**config.mk**
```make
export PLATFORM = sky130hd
export DESIGN_NAME = spi_clk_gen
export DESIGN_NICKNAME = d
export VERILOG_FILES = /design/src/rtl/spi_clk_gen.sv
export SDC_FILE = /design/constraint.sdc
export NUM_CORES = 1
export LEC_CHECK = 0
export ABC_CLOCK_PERIOD_IN_PS = 2000
export BUFFER_PORTS_ARGS = -buffer_cell sky130_fd_sc_hd__buf_2
export CORE_MARGIN = 3
export CORE_UTILIZATION = 54
export CTS_BUF_LIST = sky130_fd_sc_hd__clkbuf_4
export CTS_CLUSTER_SIZE = 16
export DETAILED_ROUTE_END_ITERATION = 6
export PLACE_DENSITY = 0.78
export SYNTH_ARGS = -nofsm -noshare
export SYNTH_HDL_FRONTEND = slang
export SYNTH_SLANG_ARGS = --single-unit
```
**constraint.sdc**
```tcl
create_clock -name i_clk -period 2 [get_ports i_clk]
set_input_delay 0.5 -clock i_clk [delete_from_list [all_inputs] [get_ports i_clk]]
set_output_delay 0.5 -clock i_clk [all_outputs]
set_load 0.005 [all_outputs]
```
**src/rtl/spi_clk_gen.sv**
```systemverilog
// SPI serial clock generator: divides i_clk into the serial clock and
// emits registered pos/neg strobes for the shift stage.
module spi_clk_gen #(
  parameter int DIVIDER_LEN = 16
) (
  input  logic                   i_clk,
  input  logic                   i_rst_n,
  input  logic                   i_go,
  input  logic                   i_enable,
  input  logic                   i_last_clk,
  input  logic [DIVIDER_LEN-1:0] i_divider,
  input  logic                   i_cpol,
  output logic                   o_clk_out,
  output logic                   o_pos_edge,
  output logic                   o_neg_edge,
  output logic                   o_busy
);

  typedef enum logic {
    IDLE = 1'b0,
    RUN  = 1'b1
  } state_e;

  state_e                 state_q, state_d;
  logic [DIVIDER_LEN-1:0] cnt_q, cnt_d;
  logic [DIVIDER_LEN-1:0] div_q, div_d;
  logic                   ph_q, ph_d;
  logic                   cpol_q, cpol_d;
  logic                   clk_q, clk_d;
  logic                   pos_q, pos_d;
  logic                   neg_q, neg_d;
  logic                   busy_q, busy_d;

  always_comb begin
    state_d = state_q;
    cnt_d   = cnt_q;
    div_d   = div_q;
    ph_d    = ph_q;
    cpol_d  = cpol_q;
    pos_d   = 1'b0;
    neg_d   = 1'b0;
    unique case (state_q)
      IDLE: begin
        ph_d   = 1'b0;
        cpol_d = i_cpol;
        if (i_go) begin
          div_d   = i_divider;
          cnt_d   = i_divider;
          state_d = RUN;
        end
      end
      RUN: begin
        if (!i_enable) begin
          ph_d    = 1'b0;
          state_d = IDLE;
        end else if (cnt_q != '0) begin
          cnt_d = cnt_q - DIVIDER_LEN'(1);
        end else if (ph_q) begin
          ph_d  = 1'b0;
          neg_d = 1'b1;
          cnt_d = div_q;
        end else if (!i_last_clk) begin
          ph_d  = 1'b1;
          pos_d = 1'b1;
          cnt_d = div_q;
        end else begin
          // terminal strobe: lets the shift stage drop tip, no toggle
          pos_d   = 1'b1;
          state_d = IDLE;
        end
      end
    endcase
    busy_d = (state_d == RUN);
    clk_d  = ph_d ^ cpol_d;
  end

  always_ff @(posedge i_clk or negedge i_rst_n) begin
    if (!i_rst_n) begin
      state_q <= IDLE;
      cnt_q   <= '0;
      div_q   <= '0;
      ph_q    <= 1'b0;
      cpol_q  <= 1'b0;
      clk_q   <= 1'b0;
      pos_q   <= 1'b0;
      neg_q   <= 1'b0;
      busy_q  <= 1'b0;
    end else begin
      state_q <= state_d;
      cnt_q   <= cnt_d;
      div_q   <= div_d;
      ph_q    <= ph_d;
      cpol_q  <= cpol_d;
      clk_q   <= clk_d;
      pos_q   <= pos_d;
      neg_q   <= neg_d;
      busy_q  <= busy_d;
    end
  end

  assign o_clk_out  = clk_q;
  assign o_pos_edge = pos_q;
  assign o_neg_edge = neg_q;
  assign o_busy     = busy_q;

endmodule

```
# Word-level counts from Yosys, hierarchy flattened
# Cells that the tools add are included.
# Widths: inputs -> output; s select.
dict set report word_totals {
  inputBits 22
  ff_bits 38
  elab_cells 42
  mem_bits_ro 0
  ram_bits 0
  output_inout_bits 4
  latchBits 0
  mem_count 0
}
dict set report op_classes {
  magnitude_cmp 0
  n_mul 0
  n_reduce_logical 3
  mux 25
  div 0
  n_eq_ne 3
  addsub 1
  n_bitwise 2
  n_shift 0
}
# cell n
set op_table {}
lappend op_table {{$mux 16} 5}
lappend op_table {{$pmux 16 s2} 1}
lappend op_table {{$mux 1} 17}
lappend op_table {{$reduce_bool 16->1} 1}
lappend op_table {{$sub 16x1->16 const B} 1}
lappend op_table {{$ne 2x2->1 const B} 2}
lappend op_table {{$ne 4x3->1 const B} 1}
lappend op_table {{$pmux 1 s2} 2}
lappend op_table {{$reduce_and 3->1} 1}
lappend op_table {{$reduce_and 2->1} 1}
lappend op_table {{$not 1->1} 1}
lappend op_table {{$xor 1x1->1} 1}

# Logic depth before layout (Yosys ltp)
# Gate-level depths: netlist of run 1.
dict set report logic_depth {
  word_depth 6
  ltp_mapped 9
}

# Least setup slack after synthesis of run 1
# Ideal clock, no wire load.
dict set report synth_timing {
  kind {flip-flop to flip-flop}
  start {register cnt_q[2]}
  end {register cnt_q[0]}
  t_arrival_ns 1.827
  setup_ns 0.126
  stages_incl_launch_ff 8
  setup_slack_ns 0.047
  path_cell_list {dfrtp_1 -> buf_6 -> nor4_4 -> nand4_2 -> or3b_1 -> buf_2 -> o2111a_1 -> a221o_1}
}
dict set report synth_via {
  elab_chain_len 4
  word_cells_on_any_way 6
  cone_classes {eq/ne: 1; mux: 3; reduce/logical: 2}
}
# item line_no
set synth_lines {}
lappend synth_lines {{from (decl)} 25} ;# logic [DIVIDER_LEN-1:0] cnt_q, cnt_d;
lappend synth_lines {{from (signal assigned)} 90} ;# cnt_q <= cnt_d;
lappend synth_lines {{$reduce_bool 16->1 (*)} 56} ;# end else if (cnt_q != '0) begin
lappend synth_lines {{$mux 16} 56}
lappend synth_lines {{$mux 16} 53} ;# if (!i_enable) begin
lappend synth_lines {{$pmux 16 s2} 42} ;# unique case (state_q)
# Every way passes the cells marked *; elsewhere a longest branch is shown, timed or not. The select of a mux whose other input is x is not followed.
# A chain may end at the register's enable or synchronous reset.

# Final worst setup path of run 1
dict set report layout_timing {
  start {register cnt_q[1]}
  end {register cnt_q[12]}
}
dict set report layout_via {
  elab_chain_len 4
  word_cells_on_any_way 7
  cone_classes {add/sub: 1; eq/ne: 1; mux: 3; reduce/logical: 2}
}
# item line_no
set layout_lines {}
lappend layout_lines {{$sub 16x1->16 or $reduce_bool 16->1 (tied branches)} {57, 56}}
lappend layout_lines {{$mux 16} 56}
lappend layout_lines {{$mux 16} 53}
lappend layout_lines {{$pmux 16 s2} 42}
# Several ways; a longest one is shown, not always the timed one. The select of a mux whose other input is x is not followed.

==> metrics.yaml, run 1 <==
ir_drop_uv: 651.2
path_max_fanout: 3
synth-edff-count: 0
area_delta_synth_final_pct: 28.30
wl_met1_um: 2393
reg2reg_from: "cnt_q[1]"
fmax_ghz: 0.4948
syn_area_sq_um: 2096
root_buffer: "clkbuf_4"
portBuffers: 25
syn-num-nets: 234
cellLeakagePower_nw: 1.133
cts_tree: "built"
tightest_slew_ps: 476.2
drc_errors: 0
n_fill_cell: 275
async_flop_share_pct: 100.0
wl_met2_um: 2644
grt_overflow: 0
ant_nets: 0
wire_per_inst_um: 17.35
wirelength_um: 5378
numCtsBuffers: 5
synth_cells: 210
ctsLongestPathBuffers: 2
wl_met3_um: 248
finalClockSkew_ps: 9.695
synth_cell_types: 45
cts_sinks: 38
die_w_um: 68.30
regArea_sq_um: 958.4
setup_tns_ps: -24.20
failed_checks: "setup timing"
first_pass_iters: 4
nNetsFinal: 285
gp_congestion: 0.9175
clkTransAtPathRegs_ps: 120
setup_ws_ps: -20.89
final_cell_mix: "dfrtp_1, buf_4, buf_2"
viasPerCell: 5.890
synth-seq-cells: 38
worstRegToRegCells: 8
vias: 1826
rsz0062_at_grt: "yes"
hold_viol_final: 0
clk-insertion-delay-late_ps: 360
die_y_um: 68.30
startpoint_type: "flip-flop"
setup.worst_path.class: "flip-flop to flip-flop"
top_layer_used: "met4"
setup_violations: 2
yosys_warnings: 0
grt_first_pass_wirelength_um: 7555
drt_iter0_markers: 149
rrSetupSlack_ps: -20
ys.flop_type: "dfrtp_1"
status: "complete, but fails checks"
final_cells: 310
syn_avg_cell_area_sq_um: 9.980
place_hpwl_um: 3250
multi_input_area_sq_um: 1147
required_ps: 2250
pin_count: 26
final_area_sq_um: 2689
die_area_sq_um: 4664
slew_violations: 0
antenna_cells: 0
placed_cell_area_sq_um: 2416
min_period_ps: 2021
antenna_found_initial: 0
start_util_pct: 56.82
drive_gt1_share_pct: 43.89
slew_headroom_pct: 68.26
htreeDepth: 2
first_global_vias: 1656
endpoint_kind: "flip-flop"
num_rows: 22
post-route-period-util_pct: 101.0
hold_path.class: "primary input to async pin"
core_area_sq_um: 3689
critPathArrivalTime_ps: 2270
r2r_end: "cnt_q[12]"
grt_max_degree: 39
grt_use_total_pct: 21.89
seq_area_frac_synth_pct: 45.37
place_inst: 294
drv_cap: 0
power.density_nw_per_um2: 1000
final_core_utilization_pct: 72.90
worst max-delay path, cell delays in order, from the launching register on:
cell	delay [ps]
dfrtp_1	440
inv_2	110
buf_4	130
ha_4	130
or3b_4	420
nor4_4	290
xnor2_1	140
a21oi_1	80
o22a_1	170
metrics by stage:
stage	worst slack, ps	power [W]	hold WS, ps
2_1_floorplan	46.86	0.001717	204.4
3_3_place_gp	-23.43	0.002004	466.8
3_5_place_dp	-47.18	0.002032	483.5
4_1_cts	0.9386	0.002447	183.3
5_1_grt	-123.4	0.002850	185.8
6_report	-20.89	0.002689	171.4
cell usage after synthesis, types with 2 or more instances:
| cell type | number | area (sq um) |
|---|---|---|
| dfrtp_1 | 38 | 950.9 |
| mux2_2 | 17 | 191.4 |
| nor2_1 | 7 | 26.28 |
| nand2b_1 | 4 | 25.02 |
| a21oi_1 | 10 | 50.05 |
| nand2_1 | 8 | 30.03 |
| or4_1 | 2 | 15.01 |
| nand3_1 | 2 | 10.01 |
| ha_1 | 2 | 25.02 |
| or2_2 | 2 | 12.51 |
| nor3_1 | 7 | 35.03 |
| xnor2_1 | 8 | 70.07 |
| clkbuf_1 | 8 | 30.03 |
| nor4_1 | 7 | 43.79 |
| o21ai_0 | 21 | 105.1 |
| o22a_1 | 10 | 87.58 |
| xor2_1 | 2 | 17.52 |
| buf_2 | 5 | 25.02 |
| or3_1 | 2 | 12.51 |
| inv_1 | 12 | 45.04 |
| a31oi_1 | 5 | 31.28 |
| o31ai_1 | 3 | 22.52 |
| buf_1 | 3 | 11.26 |
| o211ai_1 | 4 | 30.03 |
cell families after synthesis:
group	Yosys count	synth area share (%)
simple gates	51	14.51
flops	38	45.37
compound gates	61	19.05
xor+xnor	10	4.179
fa+ha+maj	2	1.194
mux	18	9.612
buf+inv	30	6.089
layer usage:
layer	vias to the layer above	GRT usage [%]
li1	864	-
met1	898	29.48
met2	54	34.66
met3	10	4.433
met4	0	8.189
met5	-	0
power breakdown:
group	leakage [nW]	switching [W]	internal [W]
clock network	0.0286	0.000275	0.000131
logic	0.665	0.000489	0.000563
registers	0.440	0.000261	0.000971
worst max path at each step:
stage | startpoint | to
floorplan | cnt_q[2] | cnt_q[0]
global placement | cnt_q[8] | cnt_q[0]
detailed placement | cnt_q[1] | cnt_q[1]
CTS | cnt_q[3] | cnt_q[0]
global route | cnt_q[1] | cnt_q[12]
finish | cnt_q[1] | cnt_q[12]
flip-flops by register name (all words and copies together), names as in the netlist:
signal	flops
cnt_q	16
div_q	16
cpol_q	1
o_busy	1
o_clk_out	1
o_neg_edge	1
o_pos_edge	1
ph_q	1
area by class of cell:
type	count	share of cell area (%)
clock buffer	5	1.396
clock inverter	3	0.6049
inverter	12	1.675
multi-input combinational	142	42.67
sequential	38	35.64
tap	48	2.234
timing repair buffer	62	15.77
what timing repair did:
| item | in CTS | in global routing |
|---|---|---|
| pin swaps | 0 | 11 |
| setup buffers | 0 | 8 |
| hold endpoints to repair | 0 | 0 |
| hold buffers | 0 | 0 |
| resized for setup | 5 | 30 |
| gates cloned | 0 | 0 |
| endpoints found under the setup margin | 5 | 16 |
No activity file was read; power rests on OpenSTA's default activity.
==> run 2: changes to the inputs <==
==> config.mk (replaced) <==
export PLATFORM = sky130hd
export DESIGN_NAME = spi_clk_gen
export DESIGN_NICKNAME = d
export VERILOG_FILES = /design/src/rtl/spi_clk_gen.sv
export SDC_FILE = /design/constraint.sdc
export NUM_CORES = 1
export LEC_CHECK = 0
export ABC_CLOCK_PERIOD_IN_PS = 2200
export BUFFER_PORTS_ARGS = -buffer_cell sky130_fd_sc_hd__buf_2
export CORE_MARGIN = 3
export CORE_UTILIZATION = 58
export CTS_BUF_LIST = sky130_fd_sc_hd__clkbuf_4
export CTS_CLUSTER_SIZE = 16
export DETAILED_ROUTE_END_ITERATION = 6
export PLACE_DENSITY = 0.8
export SYNTH_ARGS = -nofsm -noshare
export SYNTH_HDL_FRONTEND = slang
export SYNTH_SLANG_ARGS = --single-unit
==> constraint.sdc (replaced) <==
create_clock -name i_clk -period 2.2 [get_ports i_clk]
set_input_delay 0.55 -clock i_clk [delete_from_list [all_inputs] [get_ports i_clk]]
set_output_delay 0.55 -clock i_clk [all_outputs]
set_load 0.005 [all_outputs]
==> run 2 against run 1 <==
The run now ends clean; non-clock buffer count fell by 20; critical path depth is 3 lower; combinational power down 36%.
==> metrics.yaml, run 2 (same netlist as run 1, synthesis figures left out) <==
cp_slowest_cell: "dfrtp_1"
power.total_w: 0.002346  # -13%
cts_setup_buffers: 0  # unchanged
clk-insertion-delay-late_ps: 350  # about the same
rsz0062_at_grt: "no"
viasPerCell: 5.833  # -0.97%
required_ps: 2440  # +190 ps
grt_max_degree: 39  # unchanged
grt_overflow: 0  # unchanged
cellLeakagePower_nw: 1.028  # -9.3%
wire_per_inst_um: 14.93  # -14%
min_period_ps: 2062  # +41.57 ps
finalClockSkew_ps: 10.34  # +0.6471 ps
crit_family: "simple AND/OR/NAND/NOR gates"
nNetsFinal: 265  # -7.0%
cts_sinks: 38  # unchanged
drv_cap: 0  # unchanged
placed_cell_area_sq_um: 2323  # -3.8%
largestRegisters: "cnt_q: 16 flops, div_q: 16 flops"
worstPathCellList: "nor4_4 > nand4_2 > or3b_1 > o2111a_1 > a221o_1"
grt_first_pass_wirelength_um: 7686  # +1.7%
die_y_um: 66.11  # -3.2%
root_buffer: "clkbuf_4"
final_area_sq_um: 2457  # -8.6%
die_area_sq_um: 4371  # -6.3%
drt_iter0_markers: 97  # -35%
hold_ws_ps: 231.0  # +59.54 ps
ctsLongestPathBuffers: 2  # unchanged
tightest_slew_ps: 460.1  # -16.10 ps
power.density_nw_per_um2: 954.6  # -4.6%
path_max_fanout: 8  # +5
htreeDepth: 2  # unchanged
pin_count: 26  # unchanged
setup.worst_path.class: "flip-flop to flip-flop"
slew_violations: 0  # unchanged
ant_nets: 0  # unchanged
hold_viol_final: 0  # unchanged
cts_tree: "built"
final_common_cell: "dfrtp_1"
drive_gt1_share_pct: 31.82  # -12 points
place_hpwl_um: 3154  # -3.0%
portBuffers: 25  # unchanged
first_global_vias: 1675  # +1.1%
setup_tns_ps: 0  # +24.20 ps
post-route-period-util_pct: 93.75  # -7.3 points
cp.depth: 5  # -3
wirelength_um: 4299  # -20%
crit_buf_inv: 0  # -2
num_rows: 21  # -4.5%
die_w_um: 66.11  # -3.2%
setup_violations: 0  # -2
ir_drop_uv: 473.0  # -27%
clkTransAtPathRegs_ps: 110  # about the same
numCtsBuffers: 5  # unchanged
status: "finished, final reports clean"
startpoint_type: "flip-flop"
start_util_pct: 61.36  # +4.5 points
antenna_found_initial: 0  # unchanged
antenna_cells: 0  # unchanged
final_cell_mix: "dfrtp_1, buf_2, o21ai_0"
max_stage_delay_ps: 500  # +60 ps
core_area_sq_um: 3416  # -7.4%
grt_use_total_pct: 22.95  # +1.1 points
fmax_ghz: 0.4849  # -2.0%
hold_path.class: "primary input to async pin"
first_pass_iters: 4  # unchanged
drc_errors: 0  # unchanged
endpoint_kind: "flip-flop"
vias: 1680  # -8.0%
slew_headroom_pct: 69.33  # +1.1 points
gp_congestion: 0.8298  # -9.6%
critPathArrivalTime_ps: 2310  # +40 ps
area_delta_synth_final_pct: 17.25
worstRegToRegCells: 5  # -3
-- run 2: worst paths after layout --
kind,slack (ps),to,start
max in group asynchronous,1650,div_q[15],i_rst_n
min in group i_clk,440,div_q[7],i_divider[7]
worst min register to register,490,o_pos_edge,ph_q
worst max register to register,140,cnt_q[0],cnt_q[2]
worst min-delay path,230,cnt_q[9],i_rst_n
worst max-delay path,140,cnt_q[0],cnt_q[2]
-- run 2: cell type report --
type                       instances  area (sq um)
multi-input combinational        142          1046
fill                             279         958.4
sequential                        38         950.9
timing repair buffer              42         256.5
clock inverter                     3         63.81
tap                               46         57.56
inverter                          12         45.04
clock buffer                       5         37.54
-- run 2: stage by stage --
step           utilization, %  worst slack (ps)  instances
6_report                71.94             137.5        288
5_1_grt                 71.94            0.8313        288
4_1_cts                 70.99             74.30        288
3_5_place_dp            68.02             96.05        280
3_3_place_gp            68.02             127.2        280
2_1_floorplan               -             246.9        210
-- run 2: power by group --
part           internal (W)  switching (W)  leakage (nW)
Sequential         0.000874       0.000224         0.445
Clock              0.000350       0.000224        0.0528
Combinational      0.000368       0.000307         0.530
-- run 2: routing by layer --
layer	part of all wire, %	vias up	wire [um]	global-route usage, %
met5	0	-	0	0
met1	46	804	1987	32.12
met3	4.7	8	203	4.422
met4	1.7	0	72	9.137
li1	-	830	-	-
met2	47	38	2036	34.94
-- run 2: repair_timing --
action                     4_1_cts  5_1_grt
hold buffers                     0        0
setup endpoints to repair        0        5
resized for setup                0        6
